### src/rtl/bgpu_mem_tester_pkg.sv
// Shared types and the combinational pattern generator for the memory tester.
package bgpu_mem_tester_pkg;

  // Widest address/data/count the pattern helper handles.
  localparam int unsigned MaxWidth = 64;

  typedef logic [MaxWidth-1:0] word_t;

  typedef enum logic [1:0] {
    PatMul   = 2'd0,
    PatAddr  = 2'd1,
    PatWalk1 = 2'd2,
    PatConst = 2'd3
  } pattern_e;

  typedef enum logic [2:0] {
    StIdle  = 3'd0,
    StWrReq = 3'd1,
    StWrRsp = 3'd2,
    StRdReq = 3'd3,
    StRdRsp = 3'd4,
    StFin   = 3'd5
  } state_e;

  // Pattern word for index idx at address addr. Callers zero-extend their
  // operands into word_t and keep the low data_width bits of the result, so
  // the MUL product is correct modulo 2^data_width. data_width is a power of two.
  function automatic word_t pattern_data(input word_t idx, input word_t addr,
                                         input word_t seed, input pattern_e pat,
                                         input int unsigned data_width);
    word_t r;
    case (pat)
      PatMul:   r = idx * seed;
      PatAddr:  r = addr;
      PatWalk1: r = word_t'(1) << (idx & word_t'(data_width - 1));
      PatConst: r = seed;
      default:  r = '0;
    endcase
    return r;
  endfunction

endpackage

### src/rtl/bgpu_mem_tester.sv
// OBI manager that writes a pattern over a word range, optionally reads it
// back and compares, and reports error count and first failing location.
module bgpu_mem_tester
  import bgpu_mem_tester_pkg::*;
#(
  parameter int unsigned AddressWidth  = 32,
  parameter int unsigned DataWidth     = 32,
  parameter int unsigned CountWidth    = 16,
  parameter int unsigned ProgressWidth = 16
) (
  input  logic                     clk_i,
  input  logic                     rst_i,
  input  logic                     start_i,
  input  logic                     abort_i,
  input  logic [AddressWidth-1:0]  base_addr_i,
  input  logic [CountWidth-1:0]    num_words_i,
  input  logic [1:0]               pattern_i,
  input  logic [DataWidth-1:0]     seed_i,
  input  logic                     check_i,
  output logic                     obi_req_o,
  input  logic                     obi_gnt_i,
  output logic [AddressWidth-1:0]  obi_addr_o,
  output logic                     obi_we_o,
  output logic [DataWidth/8-1:0]   obi_be_o,
  output logic [DataWidth-1:0]     obi_wdata_o,
  input  logic                     obi_rvalid_i,
  input  logic [DataWidth-1:0]     obi_rdata_i,
  input  logic                     obi_err_i,
  output logic                     busy_o,
  output logic                     done_o,
  output logic                     aborted_o,
  output logic                     error_o,
  output logic [CountWidth-1:0]    err_count_o,
  output logic [AddressWidth-1:0]  first_err_addr_o,
  output logic [DataWidth-1:0]     first_err_data_o,
  output logic [ProgressWidth-1:0] words_done_o
);

  localparam int unsigned BeWidth = DataWidth / 8;
  localparam logic [AddressWidth-1:0] Step      = AddressWidth'(BeWidth);
  localparam logic [AddressWidth-1:0] AlignMask = ~AddressWidth'(BeWidth - 1);

  state_e                    state_q;
  pattern_e                  pat_q;
  logic [DataWidth-1:0]      seed_q;
  logic                      check_q;
  logic [CountWidth-1:0]     num_q, idx_q;
  logic [AddressWidth-1:0]   base_q, addr_q;
  logic                      req_q, we_q;
  logic [DataWidth-1:0]      wdata_q;
  logic                      busy_q, done_q, aborted_q, error_q;
  logic [CountWidth-1:0]     err_cnt_q;
  logic [AddressWidth-1:0]   fa_q;
  logic [DataWidth-1:0]      fd_q;
  logic [ProgressWidth-1:0]  wdone_q;

  // Next-word selection: first word of a phase or the following word.
  logic [CountWidth-1:0]     nidx_d;
  logic [AddressWidth-1:0]   naddr_d, base_in_d;
  pattern_e                  npat_d;
  logic [DataWidth-1:0]      nseed_d, ndata_d;
  word_t                     idx_ext, addr_ext, seed_ext, pat_full;
  logic                      last_d, rsp_err_d, stop_d;
  logic                      unused_pat;

  // Pick index/address/config for the word about to be requested and derive its pattern.
  always_comb begin
    base_in_d = base_addr_i & AlignMask;
    last_d    = (idx_q + CountWidth'(1)) == num_q;
    nidx_d    = idx_q + CountWidth'(1);
    naddr_d   = addr_q + Step;
    npat_d    = pat_q;
    nseed_d   = seed_q;
    if (state_q == StIdle) begin
      nidx_d  = '0;
      naddr_d = base_in_d;
      npat_d  = pattern_e'(pattern_i);
      nseed_d = seed_i;
    end else if (state_q == StWrRsp && last_d) begin
      nidx_d  = '0;
      naddr_d = base_q;
    end
    idx_ext  = '0;
    addr_ext = '0;
    seed_ext = '0;
    idx_ext[CountWidth-1:0]    = nidx_d;
    addr_ext[AddressWidth-1:0] = naddr_d;
    seed_ext[DataWidth-1:0]    = nseed_d;
    pat_full   = pattern_data(idx_ext, addr_ext, seed_ext, npat_d, DataWidth);
    ndata_d    = pat_full[DataWidth-1:0];
    unused_pat = ^pat_full;
    // wdata_q still holds pattern(i) during reads, so it doubles as the expected value.
    rsp_err_d  = obi_err_i | ((state_q == StRdRsp) && (obi_rdata_i != wdata_q));
    stop_d     = aborted_q | abort_i;
  end

  // Run controller: request issue, response accounting, error capture, abort.
  always_ff @(posedge clk_i) begin
    if (rst_i) begin
      state_q   <= StIdle;
      pat_q     <= PatMul;
      seed_q    <= '0;
      check_q   <= 1'b0;
      num_q     <= '0;
      idx_q     <= '0;
      base_q    <= '0;
      addr_q    <= '0;
      req_q     <= 1'b0;
      we_q      <= 1'b0;
      wdata_q   <= '0;
      busy_q    <= 1'b0;
      done_q    <= 1'b0;
      aborted_q <= 1'b0;
      error_q   <= 1'b0;
      err_cnt_q <= '0;
      fa_q      <= '0;
      fd_q      <= '0;
      wdone_q   <= '0;
    end else begin
      done_q <= 1'b0;
      case (state_q)
        StIdle: begin
          if (start_i) begin
            pat_q     <= npat_d;
            seed_q    <= seed_i;
            check_q   <= check_i;
            num_q     <= num_words_i;
            base_q    <= base_in_d;
            busy_q    <= 1'b1;
            aborted_q <= 1'b0;
            error_q   <= 1'b0;
            err_cnt_q <= '0;
            fa_q      <= '0;
            fd_q      <= '0;
            wdone_q   <= '0;
            if (num_words_i == '0) begin
              state_q <= StFin;
            end else begin
              idx_q   <= nidx_d;
              addr_q  <= naddr_d;
              wdata_q <= ndata_d;
              we_q    <= 1'b1;
              req_q   <= 1'b1;
              state_q <= StWrReq;
            end
          end
        end
        StWrReq, StRdReq: begin
          // A grant in the abort cycle means the bus took the beat: finish it first.
          if (obi_gnt_i) begin
            req_q <= 1'b0;
            if (abort_i) aborted_q <= 1'b1;
            state_q <= (state_q == StWrReq) ? StWrRsp : StRdRsp;
          end else if (abort_i) begin
            req_q     <= 1'b0;
            aborted_q <= 1'b1;
            state_q   <= StFin;
          end
        end
        StWrRsp, StRdRsp: begin
          if (abort_i) aborted_q <= 1'b1;
          if (obi_rvalid_i) begin
            wdone_q <= wdone_q + ProgressWidth'(1);
            if (rsp_err_d) begin
              error_q <= 1'b1;
              if (err_cnt_q == '0) begin
                fa_q <= addr_q;
                fd_q <= (state_q == StRdRsp) ? obi_rdata_i : '0;
              end
              if (err_cnt_q != '1) err_cnt_q <= err_cnt_q + CountWidth'(1);
            end
            if (stop_d) begin
              state_q <= StFin;
            end else if (last_d) begin
              if (state_q == StWrRsp && check_q) begin
                wdone_q <= '0;
                idx_q   <= nidx_d;
                addr_q  <= naddr_d;
                wdata_q <= ndata_d;
                we_q    <= 1'b0;
                req_q   <= 1'b1;
                state_q <= StRdReq;
              end else begin
                state_q <= StFin;
              end
            end else begin
              idx_q   <= nidx_d;
              addr_q  <= naddr_d;
              wdata_q <= ndata_d;
              req_q   <= 1'b1;
              state_q <= (state_q == StWrRsp) ? StWrReq : StRdReq;
            end
          end
        end
        StFin: begin
          done_q  <= 1'b1;
          busy_q  <= 1'b0;
          state_q <= StIdle;
        end
        default: state_q <= StIdle;
      endcase
    end
  end

  assign obi_req_o        = req_q;
  assign obi_addr_o       = addr_q;
  assign obi_we_o         = we_q;
  assign obi_be_o         = '1;
  assign obi_wdata_o      = wdata_q;
  assign busy_o           = busy_q;
  assign done_o           = done_q;
  assign aborted_o        = aborted_q;
  assign error_o          = error_q;
  assign err_count_o      = err_cnt_q;
  assign first_err_addr_o = fa_q;
  assign first_err_data_o = fd_q;
  assign words_done_o     = wdone_q;

endmodule

### config.mk
export PLATFORM = sky130hd
export DESIGN_NAME = bgpu_mem_tester
export DESIGN_NICKNAME = d
export VERILOG_FILES = /design/src/rtl/bgpu_mem_tester_pkg.sv /design/src/rtl/bgpu_mem_tester.sv
export SDC_FILE = /design/constraint.sdc
export NUM_CORES = 2
export LEC_CHECK = 0
export CAP_MARGIN = 10
export CORE_AREA = 8 8 265 292
export CTS_CLUSTER_SIZE = 12
export DETAILED_ROUTE_END_ITERATION = 10
export DIE_AREA = 0 0 273 300
export HOLD_SLACK_MARGIN = 0.02
export PLACE_DENSITY = 0.64
export SYNTH_ARGS = -nofsm -noshare
export SYNTH_HDL_FRONTEND = slang
export SYNTH_SLANG_ARGS = --single-unit
### constraint.sdc
create_clock -name clk_i -period 11.2 [get_ports clk_i]
set_input_delay 3.36 -clock clk_i [delete_from_list [all_inputs] [get_ports clk_i]]
set_output_delay 3.36 -clock clk_i [all_outputs]
set_load 0.01 [all_outputs]
==> impl_metrics.py <==
metrics = {
    "critical_path": {
        "endpoint_kind": "flop",
        "r2r_start": "idx_q[0]",
        "r2r_cells": 32,
        "crit_path_start": "idx_q[0]",
        "crit_type": "reg2reg",
        "worst_r2r_endpoint": "obi_wdata_o[30]",
        "cp_common_cell": "fa_1",
        "endpoint": "obi_wdata_o[30]",
        "crit_arrival_ns": 10.39,
        "crit_path_max_incr_delay_ns": 0.82,
        "cp_max_fo": 22,
        "start_kind": "flop",
        "worst_ep_required_time_ns": 11.64,
        "r2r_setup_slack_ns": 1.25,
        "crit_slowest_cell": "or4_2",
    },
    "synthesis": {
        "syn-mean-instance-area_um2": 7.88,
        "netlist_top_cells_area": "fa_1 24%, dfxtp_1 21%, nand2_1 9.6%",
        "synthFlopType": "dfxtp_1",
        "synth-adder-area-share_pct": 27.7,
        "async_flop_share_pct": 0,
        "synth_xor_area_share_pct": 5.61,
        "syn_area_um2": 25100,
        "synth_mux_area_share_pct": 1.81,
        "syn_inst": 3187,
        "synth_compound_area_share_pct": 11.8,
        "yosysTopAreaCell": "fa_1",
        "synth-simple-area-share_pct": 23.3,
        "synth_top_family_by_area": "adder cells",
        "ys_warn_count": 0,
        "yosys.area.top_type_share_pct": 24.2,
        "yosysSeqAreaShare_pct": 21.2,
        "synth_edf_count": 0,
        "synth_cell_types": 82,
        "ys_ff_latch": 266,
    },
    "timing": {
        "slew_headroom_pct": 18.1,
        "hold_viol": 0,
        "finalWorstSetupSlack_ns": 1.25,
        "period_share_pct": 88.9,
        "worst_pin_slew_ns": 1.22,
        "whs_ns": 0.451,
        "period_minus_slack_ns": 9.95,
        "maxSlewViolCount": 0,
        "clock.fmax_mhz": 100,
        "rsz0062_at_grt": "no",
        "fin_tns_setup_ns": 0,
        "finalSetupViolCount": 0,
        "finClkSkew_ns": 0.0339,
    },
    "cts": {
        "cts-root-buf": "clkbuf_16",
        "ctsResizeCount": 0,
        "worstSkewPairLatency_ns": 0.57,
        "cts_inserted_buffers": 34,
        "ctsLongestPathBuffers": 3,
        "cts_tree": "built",
        "clk_pin_slew_ns": 0.06,
        "postCtsHoldBufs": 0,
        "post-cts-setup-buffers": 0,
        "htreeDepth": 2,
        "clock_sink_count": 266,
    },
    "final_layout": {
        "fin_cells": 4383,
        "layout-drive-gt1-share_pct": 5.03,
        "most-common-layout-cells": "640 x nand2_1, 358 x inv_1, 304 x fa_1, 284 x clkdlybuf4s50_1, 272 x nor2_1",
        "syn_to_final_growth_pct": 20.2,
        "layout.nets": 3897,
        "utilization_pct": 41.5,
        "stdcell_area_um2": 30200,
        "final_common_cell": "nand2_1",
    },
    "routing": {
        "routed_wl_um": 92800,
        "routedWlPerCell_um": 21.2,
        "drc": 0,
        "drt_iter0_markers": 1878,
        "ant_nets": 0,
        "drtPass1Iterations": 6,
        "vias": 23200,
        "viasPerCell": 5.29,
    },
    "floorplanning": {
        "core_um2": 72600,
        "die_w_um": 273,
        "ios": 292,
        "die-area_um2": 81900,
        "fp.dieH_um": 300,
        "rows": 104,
        "start_util_pct": 34.6,
    },
    "global_routing": {
        "grt_pass1_vias": 23000,
        "grt_max_degree": 92,
        "grt.total_usage_pct": 22.1,
        "antenna_found_initial": 11,
        "gr-total-overflow": 0,
        "grt_pass1_wl_um": 141000,
    },
    "power": {
        "fin_total_pwr_mw": 3.97,
        "powerDensity_nw_per_um2": 132,
        "ir_worst_vdd_uv": 98.0,
        "p_leak_nw": 12.4,
    },
    "placement": {
        "gp_congestion": 0.952,
        "dpl_worst_slack_ns": 0.775,
        "dp_hpwl_um": 71400,
        "place_area_um2": 29100,
        "portBuffers": 285,
        "dp.cells": 4318,
    },
    "outcome": {
        "status": "complete, no violations",
    },
    "min_path": {
        "worstHoldPathType": "reg2reg",
    },
    "job": {
        "drv_cap": 0,
    },
}
==> worst max-delay path, delay by kind of cell (launching register included) <==
family,cells,cell delay (ns)
mux,1,0.22
flops,1,0.29
compound gates,10,2.27
simple gates,5,1.51
xor+xnor,2,0.89
buf+inv,6,1.06
fa+ha+maj,8,3.58
==> where the power goes <==
part           leakage [nW]  internal (mW)  switching (mW)  total (mW)
registers              2.17           1.06           0.175        1.24
clock network         0.535          0.624           0.466        1.09
logic                  9.67          0.601            1.05        1.65
total                  12.4           2.29            1.69        3.97
==> cells by family (layout without fill, tap and decap cells) <==
family,count (synthesis),count (layout)
compound gates,492,492
xor+xnor,148,148
fa+ha+maj,374,374
buf+inv,546,778
flops,266,266
mux,43,43
other cells,1,11
simple gates,1317,1317
==> flip-flops by register name, summed over array words and instances (netlist names) <==
name,count
first_err_data_o,32
first_err_addr_o,32
words_done_o,16
obi_addr_o,32
check_q,1
seed_q,32
base_q,30
error_o,1
obi_req_o,1
obi_we_o,1
busy_o,1
err_count_o,16
num_q,16
aborted_o,1
done_o,1
state_q,3
obi_wdata_o,32
pat_q,2
idx_q,16
==> layout make-up <==
cell class                      count  area [um2]
Antenna cell                        7        17.5
Sequential cell                   266        5330
Fill cell                        7429       42400
Tap cell                          954        1190
Timing Repair Buffer              363        3450
Inverter                          358        1340
Multi-Input combinational cell   2378       17700
Clock buffer                       50        1000
Clock inverter                      7        88.8
==> per-layer routing <==
| metal | vias to the layer above | track usage [%] | part of all wire (%) |
|---|---|---|---|
| met3 | 220 | 5.34 | 9.4 |
| met1 | 11300 | 27.4 | 39 |
| met2 | 1000 | 36.7 | 47 |
| met4 | 8 | 8.95 | 4.4 |
| li1 | 10700 | - | - |
| met5 | - | 0 | 0.058 |
==> how the worst min path moves through the flow <==
| stage | from | end | slack [ns] | cells past startpoint |
|---|---|---|---|---|
| 2_1_floorplan | base_q[20] | base_q[20] | 0.43 | 2 |
| 3_3_place_gp | base_q[6] | base_q[6] | 0.44 | 2 |
| 3_5_place_dp | base_q[14] | base_q[14] | 0.44 | 2 |
| 4_1_cts | base_q[14] | base_q[14] | 0.45 | 2 |
| 5_1_grt | base_q[5] | base_q[5] | 0.47 | 2 |
| 6_report | base_q[11] | base_q[11] | 0.45 | 2 |
==> cells in the mapped netlist, types with 8 or more instances <==
library cell,number
nor3_1,51
nor2b_1,10
nand2_1,641
a221oi_1,10
nand2b_1,71
ha_1,70
a31oi_1,10
o211ai_1,18
and3_1,34
a311oi_1,8
and2_1,25
fa_1,304
and4_1,10
a21o_1,20
clkbuf_1,151
nand3_1,108
buf_1,12
or3_1,14
xor2_1,29
nor3b_1,15
nand4_1,26
buf_4,9
inv_1,358
xnor2_1,111
nor2_1,273
buf_2,13
a211oi_1,32
dfxtp_1,266
nor4_1,19
mux2i_1,35
o21ai_0,85
a21oi_1,232
No activity file was read; power rests on OpenSTA's default activity.
